$ cat src/rtl/meas_pkg.sv
// Shared encodings and constants for the frequency-meter gate controller.
package meas_pkg;

  typedef enum logic [2:0] {
    ST_IDLE,
    ST_ARM,
    ST_GATE,
    ST_LATCH,
    ST_HOLD
  } state_t;

  localparam int RANGE_MAX = 3;
  localparam int DECADE    = 10;

  // Terminal value of the decade stage: 10^range - 1 ticks per gate unit.
  function automatic logic [9:0] decade_last(input logic [1:0] range);
    int p;
    p = 1;
    for (int i = 0; i < RANGE_MAX; i++)
      if (i < int'(range)) p = p * DECADE;
    return 10'(p - 1);
  endfunction

endpackage

$ cat src/rtl/meas_gate_ctrl_if.sv
// Control/status bundle between the measurement sequencer and the gate controller.
interface meas_gate_ctrl_if #(parameter int GATE_W = 16);
  logic              start;
  logic              continuous;
  logic [GATE_W-1:0] gate_ticks;
  logic              cnt_ovf;
  logic              cnt_small;
  logic              cnt_clr;
  logic              gate_en;
  logic              cnt_latch;
  logic              busy;
  logic              done;
  logic              ovf_flag;
  logic [1:0]        range_sel;

  modport master (
    output start, continuous, gate_ticks, cnt_ovf, cnt_small,
    input  cnt_clr, gate_en, cnt_latch, busy, done, ovf_flag, range_sel
  );

  modport slave (
    input  start, continuous, gate_ticks, cnt_ovf, cnt_small,
    output cnt_clr, gate_en, cnt_latch, busy, done, ovf_flag, range_sel
  );
endinterface

$ cat src/rtl/meas_gate_ctrl_tick_prescaler.sv
// Restartable divide-by-TICK_DIV strobe; tick fires on the TICK_DIV-th cycle after restart.
module tick_prescaler #(
  parameter int TICK_DIV = 100000
) (
  input  logic clk_in,
  input  logic rst,
  input  logic restart,
  output logic tick
);
  localparam int              CW   = $clog2(TICK_DIV);
  localparam logic [CW-1:0]   LAST = CW'(TICK_DIV - 1);

  logic [CW-1:0] cnt;

  always_ff @(posedge clk_in or posedge rst) begin
    if (rst)                        cnt <= '0;
    else if (restart || cnt == '0)  cnt <= LAST;
    else                            cnt <= cnt - 1'b1;
  end

  assign tick = (cnt == '0) && !restart;
endmodule

$ cat src/rtl/meas_gate_ctrl.sv
// Frequency-meter gate sequencer: clear, timed gate, latch, hold-off.
// Define AUTO_RANGE_EN to step the gate decade from the overflow/small-count feedback.
module meas_gate_ctrl
  import meas_pkg::*;
#(
  parameter int TICK_DIV   = 100000,
  parameter int GATE_W     = 16,
  parameter int HOLD_TICKS = 2
) (
  input  logic            clk_in,
  input  logic            rst,
  meas_gate_ctrl_if.slave bus
);
  // state   | meaning
  // IDLE    | waiting for start
  // ARM     | counter clear, sample gate length, restart prescaler
  // GATE    | counter enabled for G * 10^range ticks
  // LATCH   | result latch strobe, range update
  // HOLD    | hold-off, done on last cycle

  localparam int HOLD_CYC = HOLD_TICKS * TICK_DIV;
  localparam int HW       = $clog2(HOLD_CYC);

  state_t            state;
  logic              tick;
  logic [GATE_W-1:0] gate_cnt;
  logic [9:0]        dec_cnt;
  logic [9:0]        dec_last;
  logic [HW-1:0]     hold_cnt;

  tick_prescaler #(.TICK_DIV(TICK_DIV)) u_prescaler (
    .clk_in  (clk_in),
    .rst     (rst),
    .restart (state == ST_ARM),
    .tick    (tick)
  );

  assign dec_last = decade_last(bus.range_sel);

  always_ff @(posedge clk_in or posedge rst) begin
    if (rst) begin
      state         <= ST_IDLE;
      bus.cnt_clr   <= 1'b0;
      bus.gate_en   <= 1'b0;
      bus.cnt_latch <= 1'b0;
      bus.busy      <= 1'b0;
      bus.done      <= 1'b0;
      bus.ovf_flag  <= 1'b0;
      bus.range_sel <= 2'd0;
      gate_cnt      <= '0;
      dec_cnt       <= '0;
      hold_cnt      <= '0;
    end else begin
      bus.cnt_clr   <= 1'b0;
      bus.cnt_latch <= 1'b0;
      bus.done      <= 1'b0;
      case (state)
        ST_IDLE: begin
          if (bus.start) begin
            state        <= ST_ARM;
            bus.cnt_clr  <= 1'b1;
            bus.busy     <= 1'b1;
            bus.ovf_flag <= 1'b0;
          end
        end
        ST_ARM: begin
          state       <= ST_GATE;
          bus.gate_en <= 1'b1;
          gate_cnt    <= (bus.gate_ticks == '0) ? '0 : bus.gate_ticks - 1'b1;
          dec_cnt     <= dec_last;
        end
        ST_GATE: begin
          if (bus.cnt_ovf) bus.ovf_flag <= 1'b1;
          // Decade stage counts ticks inside each gate unit; gate_cnt counts units.
          if (tick) begin
            if (dec_cnt != '0) begin
              dec_cnt <= dec_cnt - 1'b1;
            end else if (gate_cnt != '0) begin
              gate_cnt <= gate_cnt - 1'b1;
              dec_cnt  <= dec_last;
            end else begin
              state         <= ST_LATCH;
              bus.gate_en   <= 1'b0;
              bus.cnt_latch <= 1'b1;
            end
          end
        end
        ST_LATCH: begin
          state    <= ST_HOLD;
          hold_cnt <= HW'(HOLD_CYC - 1);
`ifdef AUTO_RANGE_EN
          if ((bus.cnt_ovf || bus.ovf_flag) && bus.range_sel != 2'd0)
            bus.range_sel <= bus.range_sel - 2'd1;
          else if (bus.cnt_small && bus.range_sel != 2'(RANGE_MAX))
            bus.range_sel <= bus.range_sel + 2'd1;
`else
          bus.range_sel <= 2'd0;
`endif
        end
        ST_HOLD: begin
          if (hold_cnt == HW'(1)) bus.done <= 1'b1;
          if (hold_cnt == '0) begin
            if (bus.continuous) begin
              state        <= ST_ARM;
              bus.cnt_clr  <= 1'b1;
              bus.ovf_flag <= 1'b0;
            end else begin
              state    <= ST_IDLE;
              bus.busy <= 1'b0;
            end
          end else begin
            hold_cnt <= hold_cnt - 1'b1;
          end
        end
        default: begin
          state    <= ST_IDLE;
          bus.busy <= 1'b0;
        end
      endcase
    end
  end
endmodule

$ cat src/flat_wrapper.sv
// flat-port wrapper written by rule: the top's interface ports become plain ports
module meas_gate_ctrl_flat import meas_pkg::*;
#(
  parameter int TICK_DIV   = 100000,
  parameter int GATE_W     = 16,
  parameter int HOLD_TICKS = 2
)
  (clk_in, rst, bus_start, bus_continuous, bus_gate_ticks, bus_cnt_ovf, bus_cnt_small, bus_cnt_clr, bus_gate_en, bus_cnt_latch, bus_busy, bus_done, bus_ovf_flag, bus_range_sel);
  meas_gate_ctrl_if #(.GATE_W(GATE_W)) bus_i ();
  input  logic clk_in;
  input  logic rst;
  input wire logic [$bits(bus_i.start)-1:0] bus_start;
  input wire logic [$bits(bus_i.continuous)-1:0] bus_continuous;
  input wire logic [$bits(bus_i.gate_ticks)-1:0] bus_gate_ticks;
  input wire logic [$bits(bus_i.cnt_ovf)-1:0] bus_cnt_ovf;
  input wire logic [$bits(bus_i.cnt_small)-1:0] bus_cnt_small;
  output wire logic [$bits(bus_i.cnt_clr)-1:0] bus_cnt_clr;
  output wire logic [$bits(bus_i.gate_en)-1:0] bus_gate_en;
  output wire logic [$bits(bus_i.cnt_latch)-1:0] bus_cnt_latch;
  output wire logic [$bits(bus_i.busy)-1:0] bus_busy;
  output wire logic [$bits(bus_i.done)-1:0] bus_done;
  output wire logic [$bits(bus_i.ovf_flag)-1:0] bus_ovf_flag;
  output wire logic [$bits(bus_i.range_sel)-1:0] bus_range_sel;
  assign bus_i.start = bus_start;
  assign bus_i.continuous = bus_continuous;
  assign bus_i.gate_ticks = bus_gate_ticks;
  assign bus_i.cnt_ovf = bus_cnt_ovf;
  assign bus_i.cnt_small = bus_cnt_small;
  assign bus_cnt_clr = bus_i.cnt_clr;
  assign bus_gate_en = bus_i.gate_en;
  assign bus_cnt_latch = bus_i.cnt_latch;
  assign bus_busy = bus_i.busy;
  assign bus_done = bus_i.done;
  assign bus_ovf_flag = bus_i.ovf_flag;
  assign bus_range_sel = bus_i.range_sel;
  meas_gate_ctrl #(.TICK_DIV(TICK_DIV), .GATE_W(GATE_W), .HOLD_TICKS(HOLD_TICKS)) u_core (.clk_in(clk_in), .rst(rst), .bus(bus_i));
endmodule
$ cat config.mk
export PLATFORM = sky130hd
export DESIGN_NAME = meas_gate_ctrl_flat
export DESIGN_NICKNAME = d
export VERILOG_FILES = /design/src/rtl/meas_pkg.sv /design/src/rtl/meas_gate_ctrl_if.sv /design/src/rtl/meas_gate_ctrl_tick_prescaler.sv /design/src/rtl/meas_gate_ctrl.sv /design/src/flat_wrapper.sv
export SDC_FILE = /design/constraint.sdc
export NUM_CORES = 1
export LEC_CHECK = 0
export BUFFER_PORTS_ARGS = -buffer_cell sky130_fd_sc_hd__buf_4
export CAP_MARGIN = 20
export CORE_MARGIN = 5
export CORE_UTILIZATION = 55
export CTS_CLUSTER_DIAMETER = 150
export DETAILED_ROUTE_END_ITERATION = 16
export PLACE_DENSITY = 0.83
export RECOVER_POWER = 50
export SLEW_MARGIN = 20
export SYNTH_ARGS = -nofsm -noshare
export SYNTH_HDL_FRONTEND = slang
export SYNTH_SLANG_ARGS = --single-unit
$ cat constraint.sdc
create_clock -name clk_in -period 5.2 [get_ports clk_in]
set_input_delay 1.04 -clock clk_in [delete_from_list [all_inputs] [get_ports clk_in]]
set_output_delay 1.04 -clock clk_in [all_outputs]
set_load 0.05 [all_outputs]
==> flow_summary.ini, run 1 <==
[floorplanning]
ios = 30
die_h_um = 96.0
fp.coreArea_mm2 = 0.00721
die_w_um = 96.0
initial_utilization_pct = 56.4
die-area_mm2 = 0.00922
rows = 31

[pwr]
power_frac_clock_pct = 20.7
powerDensity_mw_per_mm2 = 506
power_frac_comb_pct = 39.7
switching_share_pct = 41.5
p_leak_nw = 1.84
p_int_w = 0.00134
ir_worst_vdd_mv = 0.337
p_sw_w = 0.000951
pwr-share-seq_pct = 39.6
power_w = 0.00229

[critical_path]
crit_fanout = 28
worstPathCellList = inv_1, ha_1, or3b_2, or4_1, o31a_1, a211oi_4, o21ai_0, a22o_1
ff2ff_path_depth = 8
setup.worst_path.start_class = flip-flop
slowest_delay_ns = 0.84
path_buf_inv = 1
path_class = reg -> reg
endpoint_kind = flip-flop
r2r-start = u_core.u_prescaler.cnt[0]
arrival_ns = 3.60
crit_family = compound AO/OA/AOI/OAI gates
r2r_slack_ns = 1.83
slowest_stage = a211oi_4
rr_endpoint = u_core.gate_cnt[2]
cp.required_ns = 5.43

[min_path]
min_path_type = reg -> reg
hold-path-endpoint = u_core.u_prescaler.cnt[0]
hold_path_depth = 1
min_from = u_core.u_prescaler.cnt[0]

[synth]
yosysTopAreaCellShare_pct = 43.0
ys_warn_count = 0
ys.flop_type = dfrtp_1
synth_fa_ha_area_share_pct = 2.46
async_flop_share_pct = 100
synth-seq-cells = 70
synth_top_cell_by_area = dfrtp_1
synth_simple_gate_area_share_pct = 26.9
syn-instance-count = 455
muxShareOfSynthArea_pct = 0.246
synth_area_per_cell_um2 = 8.95
synth-edff-count = 0
synth-xor-area-share_pct = 9.68
synth_compound_area_share_pct = 13.5
ys_top_cells_by_area = dfrtp_1 (43%), xnor2_1 (6.2%), nor2_1 (5.3%)
synth_top_family_by_area = simple AND/OR/NAND/NOR gates
syn_area_mm2 = 0.00407
seq_area_frac_synth_pct = 43.0
synthDistinctLibCells = 57

[run]
cap_violations = 0

[finish]
nNetsFinal = 506
antenna_cells = 0
drive_above_1_share_pct = 11.9
fill_cells = 592
syn_to_final_growth_pct = 11.2

[placement]
globalplace.congestion = 0.822
hpwl_mm = 6.03
port-buffer-count = 26

[clocking]
cts.sinks = 70
holdBufCountCts = 0
cts_setup_buffers = 0
clk_pin_slew_ns = 0.08
cts-resized-gates = 0
cts_tree = done
clockBufferDepth = 2
cts_root_buf = clkbuf_8
insertion_delay_ns = 0.34
cts-htree-levels = 3
cts-buffers-inserted = 9

[detailed_routing]
drt-pass1-iter-count = 5
vias_per_cell = 5.87
route.detailed.drc = 0
vias = 3398
postRouteAntennaNets = 0
wl_per_cell_um = 15.0
drtIter0Drc = 229
drt_wl_total_mm = 8.66

[timing]
fin_crit_ns = 3.37
maxSlewHeadroom_pct = 32.1
setup_tns_ns = 0
rsz0062_at_grt = false
tightest_slew_ns = 1.02
max_freq_mhz = 297
drv_slew = 0
setup_viol = 0
fin_skew_ns = 0.00767
finalHoldViolations = 0
finalCritPeriodShare_pct = 64.8

[global_routing]
gr-usage-all-layers_pct = 20.4
overflow = 0
grt_pass1_vias = 3147
grt_antenna_before_repair = 0
grt_max_degree = 71
grt_pass1_wl_mm = 14.7

[outcome]
status = finished clean
worst max-delay path by stage:
stage / from / to / slack [ns] / cells past startpoint
3_5_place_dp: u_core.u_prescaler.cnt[0] / u_core.gate_cnt[2] / 1.85 / 8
2_1_floorplan: bus_gate_ticks[10] / u_core.gate_cnt[2] / 2.21 / 6
5_1_grt: u_core.u_prescaler.cnt[0] / u_core.gate_cnt[2] / 1.59 / 8
6_report: u_core.u_prescaler.cnt[0] / u_core.gate_cnt[2] / 1.83 / 8
3_3_place_gp: u_core.u_prescaler.cnt[0] / u_core.gate_cnt[2] / 1.93 / 8
4_1_cts: u_core.u_prescaler.cnt[0] / u_core.gate_cnt[2] / 1.83 / 8
area by class of cell:
type	instances	area, um2	share of cell area (%)
sequential	70	1750	38.7
timing repair buffer	29	214	4.73
tap	99	124	2.74
clock buffer	9	124	2.74
inverter	17	63.8	1.41
clock inverter	6	87.6	1.94
multi-input combinational	349	2160	47.7
metal layers:
metal	GRT usage (%)	share of wire, %	up-vias
li1	-	-	1649
met1	29.1	45	1617
met2	30.5	47	116
met3	4.30	5.6	16
met4	7.82	1.8	0
met5	0	0	-
synth_stat cells, types with 3 or more instances:
cell type,n
a211oi_1,3
a21oi_1,17
a22o_1,6
a31oi_1,3
buf_2,5
buf_4,4
clkbuf_1,9
dfrtp_1,70
ha_1,8
inv_1,17
nand2_1,47
nand2b_1,5
nand3_1,10
nand3b_1,4
nor2_1,58
nor2b_1,4
nor3_1,21
nor4_1,12
nor4b_1,4
o21ai_0,25
o22ai_1,6
o31ai_1,4
o32ai_1,3
or2_2,3
or3_1,11
or4_1,10
or4b_2,3
xnor2_1,29
xor2_1,16
power by group through the flow:
| stage | Clock [W] | Sequential [W] | Combinational [W] |
|---|---|---|---|
| final | 0.000473 | 0.000908 | 0.000909 |
| after global routing | 0.000501 | 0.000937 | 0.00102 |
| after CTS | 0.000477 | 0.000902 | 0.000907 |
| after detailed placement | 0 | 0.000908 | 0.000896 |
| after global placement | 0 | 0.000899 | 0.000861 |
| after floorplan | 0 | 0.000896 | 0.000695 |
flip-flops by register name, indices dropped and copies added, names as in the netlist:
signal                  count
u_core.bus.busy             1
u_core.bus.cnt_clr          1
u_core.bus.cnt_latch        1
u_core.bus.done             1
u_core.bus.gate_en          1
u_core.bus.ovf_flag         1
u_core.dec_cnt             10
u_core.gate_cnt            16
u_core.hold_cnt            18
u_core.state                3
u_core.u_prescaler.cnt     17
cells by family (layout without fill, tap and decap cells):
kind of cell / count (synthesis) / in the layout
AND/OR/NAND/NOR: 209 / 209
AO/OA/AOI/OAI: 84 / 84
flip-flops: 70 / 70
XOR/XNOR: 45 / 45
buffers and inverters: 37 / 61
adder cells (fa/ha/maj): 8 / 8
other: 1 / 2
multiplexers: 1 / 1
layout by cell type, fill, tap and decap left out, types with 4 or more instances in the layout:
cell and count:
a22o_1 6, dfrtp_1 70, nor2_1 58, buf_4 27, nand2b_1 5, or4_1 10
xnor2_1 29, a21oi_1 17, o22ai_1 6, o21ai_0 25, clkbuf_8 9, nor4_1 12
nand2_1 47, ha_1 8, inv_1 17, xor2_1 16, o31ai_1 4, nor4b_1 4
nor2b_1 4, or3_1 11, nand3_1 10, nor3_1 21, nand3b_1 4
worst register-to-register path, cell delays in order, from the launching register on:
cell and delay [ns]:
dfrtp_1 0.40, inv_1 0.09, ha_1 0.14, or3b_2 0.44, or4_1 0.50, o31a_1 0.40
a211oi_4 0.84, o21ai_0 0.20, a22o_1 0.24
per-stage QoR:
| stage | cells | worst slack [ns] | hold slack, ns | utilization [%] | area [um2] |
|---|---|---|---|---|---|
| 3_3_place_gp | 564 | 1.93 | 0.450 | 59.9 | 4320 |
| 4_1_cts | 579 | 1.83 | 0.467 | 62.8 | 4530 |
| 5_1_grt | 579 | 1.59 | 0.502 | 62.7 | 4530 |
| 3_5_place_dp | 564 | 1.85 | 0.457 | 59.9 | 4320 |
| 6_report | 579 | 1.83 | 0.462 | 62.7 | 4530 |
| 2_1_floorplan | 456 | 2.21 | 0.429 | - | 4080 |
Power figures use the tool's default switching activity.
==> run 2, diff against run 1 <==
--- a/config.mk
+++ b/config.mk
@@ -5,13 +5,14 @@
 export SDC_FILE = /design/constraint.sdc
 export NUM_CORES = 1
 export LEC_CHECK = 0
+export ABC_AREA = 1
 export BUFFER_PORTS_ARGS = -buffer_cell sky130_fd_sc_hd__buf_4
 export CAP_MARGIN = 20
 export CORE_MARGIN = 5
 export CORE_UTILIZATION = 55
 export CTS_CLUSTER_DIAMETER = 150
 export DETAILED_ROUTE_END_ITERATION = 16
-export PLACE_DENSITY = 0.83
+export PLACE_DENSITY = 0.82
 export RECOVER_POWER = 50
 export SLEW_MARGIN = 20
 export SYNTH_ARGS = -nofsm -noshare
==> constraint.sdc (replaced) <==
create_clock -name clk_in -period 3.2 [get_ports clk_in]
set_input_delay 0.64 -clock clk_in [delete_from_list [all_inputs] [get_ports clk_in]]
set_output_delay 0.64 -clock clk_in [all_outputs]
set_load 0.05 [all_outputs]
==> run 2 against run 1 <==
Effect of this change:
- sequential share of layout area fell by 4.7 points
- core utilization fell by 0.099 points
- sequential power rose by 40%
- die area rose by 13%
- combinational power rose by 56%
==> flow_summary.ini, run 2 <==
[clocking]
clockBufferDepth = 2
cts_setup_buffers = 0
cts-htree-levels = 3
insertion_delay_ns = 0.35
holdBufCountCts = 0
cts_tree = done
cts.sinks = 70
cts_root_buf = clkbuf_8
clk_pin_slew_ns = 0.07
cts-resized-gates = 0
cts-buffers-inserted = 9

[floorplanning]
initial_utilization_pct = 56.7
die_h_um = 102
ios = 30
fp.coreArea_mm2 = 0.00822
rows = 33
die_w_um = 102
die-area_mm2 = 0.0104

[outcome]
status = finished clean

[pwr]
ir_worst_vdd_mv = 0.253
powerDensity_mw_per_mm2 = 685
power_frac_clock_pct = 23.7
power_frac_comb_pct = 40.2
p_int_w = 0.00199
pwr-share-seq_pct = 36.1
p_sw_w = 0.00154
p_leak_nw = 2.54
switching_share_pct = 43.6

[synth]
synthDistinctLibCells = 35
synth_fa_ha_area_share_pct = 2.15
yosysTopAreaCellShare_pct = 37.6
ys_top_cells_by_area = dfrtp_1 (38%), nand2_1 (19%), nor2_1 (9.3%)
async_flop_share_pct = 100
syn_area_mm2 = 0.00466
synth-xor-area-share_pct = 5.07
synth_compound_area_share_pct = 5.40
synth_top_cell_by_area = dfrtp_1
synth_top_family_by_area = simple AND/OR/NAND/NOR gates
synthMostInstantiatedCell = nand2_1
syn-instance-count = 689
seq_area_frac_synth_pct = 37.6
ys.flop_type = dfrtp_1
synth-edff-count = 0
muxShareOfSynthArea_pct = 0
ys_warn_count = 0
synth_area_per_cell_um2 = 6.76
synth_simple_gate_area_share_pct = 42.3
synth-seq-cells = 70
synth_common_cells = nand2_1 (231), nor2_1 (116), dfrtp_1 (70)

[timing]
drv_slew = 0
setup_viol = 0
finalCritPeriodShare_pct = 69.1
fin_skew_ns = 0.0110
max_freq_mhz = 452
finalHoldViolations = 0
fin_crit_ns = 2.21
setup_tns_ns = 0
rsz0062_at_grt = false
maxSlewHeadroom_pct = 4.48
tightest_slew_ns = 1.43

[detailed_routing]
vias_per_cell = 5.27
postRouteAntennaNets = 0
drt-pass1-iter-count = 5
route.detailed.drc = 0
wl_per_cell_um = 12.5
drtIter0Drc = 229
vias = 4360
drt_wl_total_mm = 10.4

[finish]
seqCellArea_mm2 = 0.00175
nNetsFinal = 748
fill_cells = 707
top_register = u_core.hold_cnt
reg_top3 = u_core.hold_cnt: 18 flops, u_core.u_prescaler.cnt: 17 flops, u_core.gate_cnt: 16 flops
final_common_cell = nand2_1
final_cell_mix = nand2_1 (231), nor2_1 (116), dfrtp_1 (70), inv_1 (62), nand3_1 (51)
antenna_cells = 0
finish.utilization_pct = 62.6
multi_input_area_mm2 = 0.00257
syn_to_final_growth_pct = 10.4
largest_reg_flops = 18
drive_above_1_share_pct = 11.1

[global_routing]
grt_pass1_vias = 4254
gr-usage-all-layers_pct = 21.5
grt_antenna_before_repair = 0
use_met1_pct = 27.4
grt_use_met2_pct = 35.9
top_usage_layer = met2
overflow = 0
grt_max_degree = 38
grt_pass1_wl_mm = 18.3
met3_usage_pct = 3.82

[critical_path]
endpoint_kind = asynchronous set/reset pin
setup.worst_path.start_class = input port
crit_fanout = 37
path_class = in -> async
arrival_ns = 2.59
cp.required_ns = 3.58

[placement]
globalplace.congestion = 0.885
hpwl_mm = 7.55
port-buffer-count = 26

[run]
cap_violations = 0

[min_path]
min_path_type = reg -> reg
[run 2: cell types whose count changed after synthesis, moves of 7 or more]
cell / before / now
inv_1: 17 / 61
nor4_1: 12 / 0
xnor2_1: 29 / 10
nand2_1: 47 / 231
a21oi_1: 17 / 9
clkbuf_1: 9 / 1
inv_2: 0 / 10
or4_1: 10 / 0
nand4_1: 2 / 11
nor2_1: 58 / 116
nand3_1: 10 / 51
nor3_1: 21 / 7
nand2_2: 0 / 7
or3_1: 11 / 0
[run 2: cells by family (layout without fill, tap and decap cells)]
kind of cell,count (synthesis),after routing
AOI/OAI and AO/OA,48,48
xor gates and xnor gates,27,27
adders and majority gates,8,8
buffers and inverters,81,114
DFF,70,70
other,1,2
and+or+nand+nor,454,454
[run 2: area by class of cell]
cell class / instances / share of cell area [%]
Multi-Input combinational cell: 539 / 49.9
Tap cell: 105 / 2.55
Inverter: 71 / 5.18
Clock inverter: 6 / 1.82
Sequential cell: 70 / 34.0
Timing Repair Buffer: 27 / 3.82
Clock buffer: 10 / 2.67
[run 2: worst paths after layout]
path	from	to	slack [ns]	cells after the start
worst max-delay path	rst	u_core.gate_cnt[15]	0.99	3
worst min-delay path	u_core.u_prescaler.cnt[0]	u_core.u_prescaler.cnt[0]	0.44	1
worst max register to register	u_core.state[2]	u_core.gate_cnt[14]	1.07	10
worst min register to register	u_core.u_prescaler.cnt[0]	u_core.u_prescaler.cnt[0]	0.44	1
max in group clk_in	u_core.state[2]	u_core.gate_cnt[14]	1.07	10
min in group asynchronous	rst	u_core.bus.ovf_flag	0.71	2
[run 2: layer usage]
metal | vias to the layer above | routed length, um
li1 | 2211 | -
met1 | 2022 | 4650
met2 | 117 | 5050
met3 | 10 | 548
met4 | 0 | 127
met5 | - | 0
[run 2: per-stage QoR]
stage	hold slack [ns]	setup slack [ns]	power, W	std cells	instance area, um2
global placement	0.424	1.01	0.00262	812	4930
finish	0.438	0.988	0.00353	828	5150
floorplan	0.409	0.792	0.00239	690	4660
CTS	0.438	1.08	0.00354	828	5160
global route	0.507	0.481	0.00379	828	5150
detailed placement	0.427	0.933	0.00269	812	4930
[run 2: power by group through the flow]
stage	Sequential, W	Combinational [W]	Clock (W)
floorplan	0.00130	0.00109	0
global placement	0.00127	0.00135	0
detailed placement	0.00128	0.00141	0
CTS	0.00127	0.00142	0.000851
global route	0.00130	0.00161	0.000887
finish	0.00127	0.00142	0.000834
[run 2: worst max-delay path, cell delays in order]
cell and delay, ns:
clkbuf_4 0.11, inv_1 1.01, clkbuf_2 0.82
==> run 3, diff against run 2 <==
--- a/config.mk
+++ b/config.mk
@@ -5,14 +5,14 @@
 export SDC_FILE = /design/constraint.sdc
 export NUM_CORES = 1
 export LEC_CHECK = 0
-export ABC_AREA = 1
+export ABC_AREA = 0
 export BUFFER_PORTS_ARGS = -buffer_cell sky130_fd_sc_hd__buf_4
 export CAP_MARGIN = 20
 export CORE_MARGIN = 5
 export CORE_UTILIZATION = 55
 export CTS_CLUSTER_DIAMETER = 150
 export DETAILED_ROUTE_END_ITERATION = 16
-export PLACE_DENSITY = 0.82
+export PLACE_DENSITY = 0.83
 export RECOVER_POWER = 50
 export SLEW_MARGIN = 20
 export SYNTH_ARGS = -nofsm -noshare
==> constraint.sdc (replaced) <==
create_clock -name clk_in -period 2.25 [get_ports clk_in]
set_input_delay 0.45 -clock clk_in [delete_from_list [all_inputs] [get_ports clk_in]]
set_output_delay 0.45 -clock clk_in [all_outputs]
set_load 0.05 [all_outputs]
==> run 3 against run 2 <==
Effect of this change:
- global-route usage is 1.7 points higher
- sequential cell count stayed put
- die area is 11% lower
- design area is 5.2% higher
- power is 82% higher
- clock-buffer cell count is 2 higher
- non-clock buffer count is 81 higher
- core utilization is 12 points higher
- setup slack worse by 1.4 ns
- sequential power is 58% higher
- critical path depth is 4 higher
- the run now ends with setup timing left
- wire length is 4.4% higher
==> flow_summary.ini, run 3 (same netlist as run 1, synthesis figures left out) <==
[floorplanning]
die-area_mm2 = 0.00922
ios = 30
initial_utilization_pct = 56.4
die_w_um = 96.0
fp.coreArea_mm2 = 0.00721
die_h_um = 96.0
rows = 31

[pwr]
pwr-share-seq_pct = 31.4
power_frac_clock_pct = 17.2
p_leak_nw = 2.30
power_frac_comb_pct = 51.4
powerDensity_mw_per_mm2 = 1190
ir_worst_vdd_mv = 0.706
p_sw_w = 0.00265
switching_share_pct = 41.3
power_w = 0.00642
p_int_w = 0.00376

[detailed_routing]
vias = 3891
wl_per_cell_um = 16.4
drt_wl_total_mm = 10.8
postRouteAntennaNets = 0
drt-pass1-iter-count = 5
route.detailed.drc = 0
vias_per_cell = 5.90
drtIter0Drc = 289

[finish]
final_common_cell = buf_4
nNetsFinal = 586
largest_reg_flops = 18
final_cell_mix = buf_4 (98), dfrtp_1 (70), nor2_1 (58), nand2_1 (44), xnor2_1 (29)
antenna_cells = 0
final_area_mm2 = 0.00541
top_register = u_core.hold_cnt
drive_above_1_share_pct = 31.2
reg_top3 = u_core.hold_cnt: 18 flops, u_core.u_prescaler.cnt: 17 flops, u_core.gate_cnt: 16 flops
multi_input_area_mm2 = 0.00241
fill_cells = 482
syn_to_final_growth_pct = 32.9
seqCellArea_mm2 = 0.00175

[timing]
fin_crit_ns = 2.66
setup_viol = 31
rsz0062_at_grt = true
finalHoldViolations = 0
setup_slack_ns = -0.411
finalCritPeriodShare_pct = 118
tightest_slew_ns = 0.852
drv_slew = 0
maxSlewHeadroom_pct = 43.1
max_freq_mhz = 376
fin_skew_ns = 0.00633

[critical_path]
rr_endpoint = u_core.gate_cnt[15]
arrival_ns = 2.90
path_buf_inv = 1
r2r-start = u_core.u_prescaler.cnt[14]
setup.worst_path.start_class = flip-flop
worstPathCellList = or4_4, or4_4, o31a_1, buf_4, a211o_4, o21ai_1, o21ai_1
r2r_slack_ns = -0.41
crit_fanout = 6
path_class = reg -> reg
slowest_delay_ns = 0.53
endpoint_kind = flip-flop
slowest_stage = or4_4
ff2ff_path_depth = 7
crit_family = simple AND/OR/NAND/NOR gates
cp.required_ns = 2.49

[clocking]
insertion_delay_ns = 0.36
clk_pin_slew_ns = 0.08
cts.sinks = 70
cts-htree-levels = 3
cts_tree = done
cts_root_buf = clkbuf_8
clockBufferDepth = 2
cts-buffers-inserted = 9

[placement]
globalplace.congestion = 0.916
port-buffer-count = 26
hpwl_mm = 6.99
placed_area_mm2 = 0.00486

[global_routing]
grt_antenna_before_repair = 0
gr-usage-all-layers_pct = 23.2
grt_pass1_wl_mm = 16.7
grt_pass1_vias = 3871
grt_max_degree = 32
overflow = 0

[outcome]
status = complete, but fails checks
violations = setup timing

[min_path]
min_path_type = in -> async

[run]
cap_violations = 0
[run 3: power groups by stage]
stage,clock [W],combinational (W),sequential (W)
5_1_grt,0.00118,0.00355,0.00206
6_report,0.00111,0.00330,0.00201
2_1_floorplan,0,0.00168,0.00207
4_1_cts,0.00111,0.00297,0.00197
3_5_place_dp,0,0.00280,0.00198
3_3_place_gp,0,0.00268,0.00196
[run 3: layout make-up]
class / instances / share of cell area (%)
flip-flops and latches: 70 / 32.4
clock inverters: 4 / 0.994
clock buffers: 12 / 3.05
multi-input cells: 350 / 44.5
inverters: 17 / 1.18
well taps: 99 / 2.29
repair buffers: 108 / 15.6
[run 3: worst reg2reg max path: cells and delay by family (launching register included)]
| family | cells | cell delay, ns |
|---|---|---|
| AND/OR/NAND/NOR | 2 | 1.02 |
| AO/OA/AOI/OAI | 4 | 0.95 |
| flip-flops | 1 | 0.39 |
| buffers and inverters | 1 | 0.18 |
[run 3: metrics by stage]
| step | TNS, ns | util (%) | setup slack (ns) | instances | hold WS [ns] |
|---|---|---|---|---|---|
| detailed placement | -8.76 | 67.4 | -0.389 | 632 | 0.476 |
| floorplan | -6.51 | - | -0.299 | 456 | 0.429 |
| CTS | -6.31 | 72.2 | -0.281 | 651 | 0.134 |
| global placement | -7.37 | 67.4 | -0.365 | 632 | 0.468 |
| finish | -8.04 | 75.0 | -0.411 | 660 | 0.265 |
| global route | -11.73 | 75.0 | -0.467 | 660 | 0.330 |
[run 3: repair_timing]
| action | 4_1_cts | 5_1_grt |
|---|---|---|
| pin swaps | 1 | 9 |
| cloned | 0 | 1 |
| buffers inserted | 3 | 8 |
| endpoints found under the setup margin | 47 | 59 |
| gates resized for setup | 28 | 29 |
| hold buffers | 0 | 0 |
[run 3: how the worst max path moves through the flow]
stage                                    start             endpoint  slack (ns)  cells past startpoint
detailed placement  u_core.u_prescaler.cnt[14]   u_core.gate_cnt[7]       -0.39                      6
global placement    u_core.u_prescaler.cnt[14]    u_core.dec_cnt[9]       -0.37                      7
CTS                 u_core.u_prescaler.cnt[14]    u_core.dec_cnt[9]       -0.28                      7
finish              u_core.u_prescaler.cnt[14]  u_core.gate_cnt[15]       -0.41                      7
global route         u_core.u_prescaler.cnt[0]  u_core.gate_cnt[15]       -0.47                      9
floorplan           u_core.u_prescaler.cnt[14]   u_core.gate_cnt[8]       -0.30                      7
[run 3: metal layers]
layer / global-route usage [%] / share of wire [%] / vias to the layer above / wire length (um)
met4: 10.7 / 4.3 / 0 / 465
met1: 26.5 / 39 / 1875 / 4250
met2: 40.6 / 51 / 147 / 5580
li1: - / - / 1814 / -
met5: 0 / 0 / - / 0
met3: 5.94 / 5.0 / 55 / 546
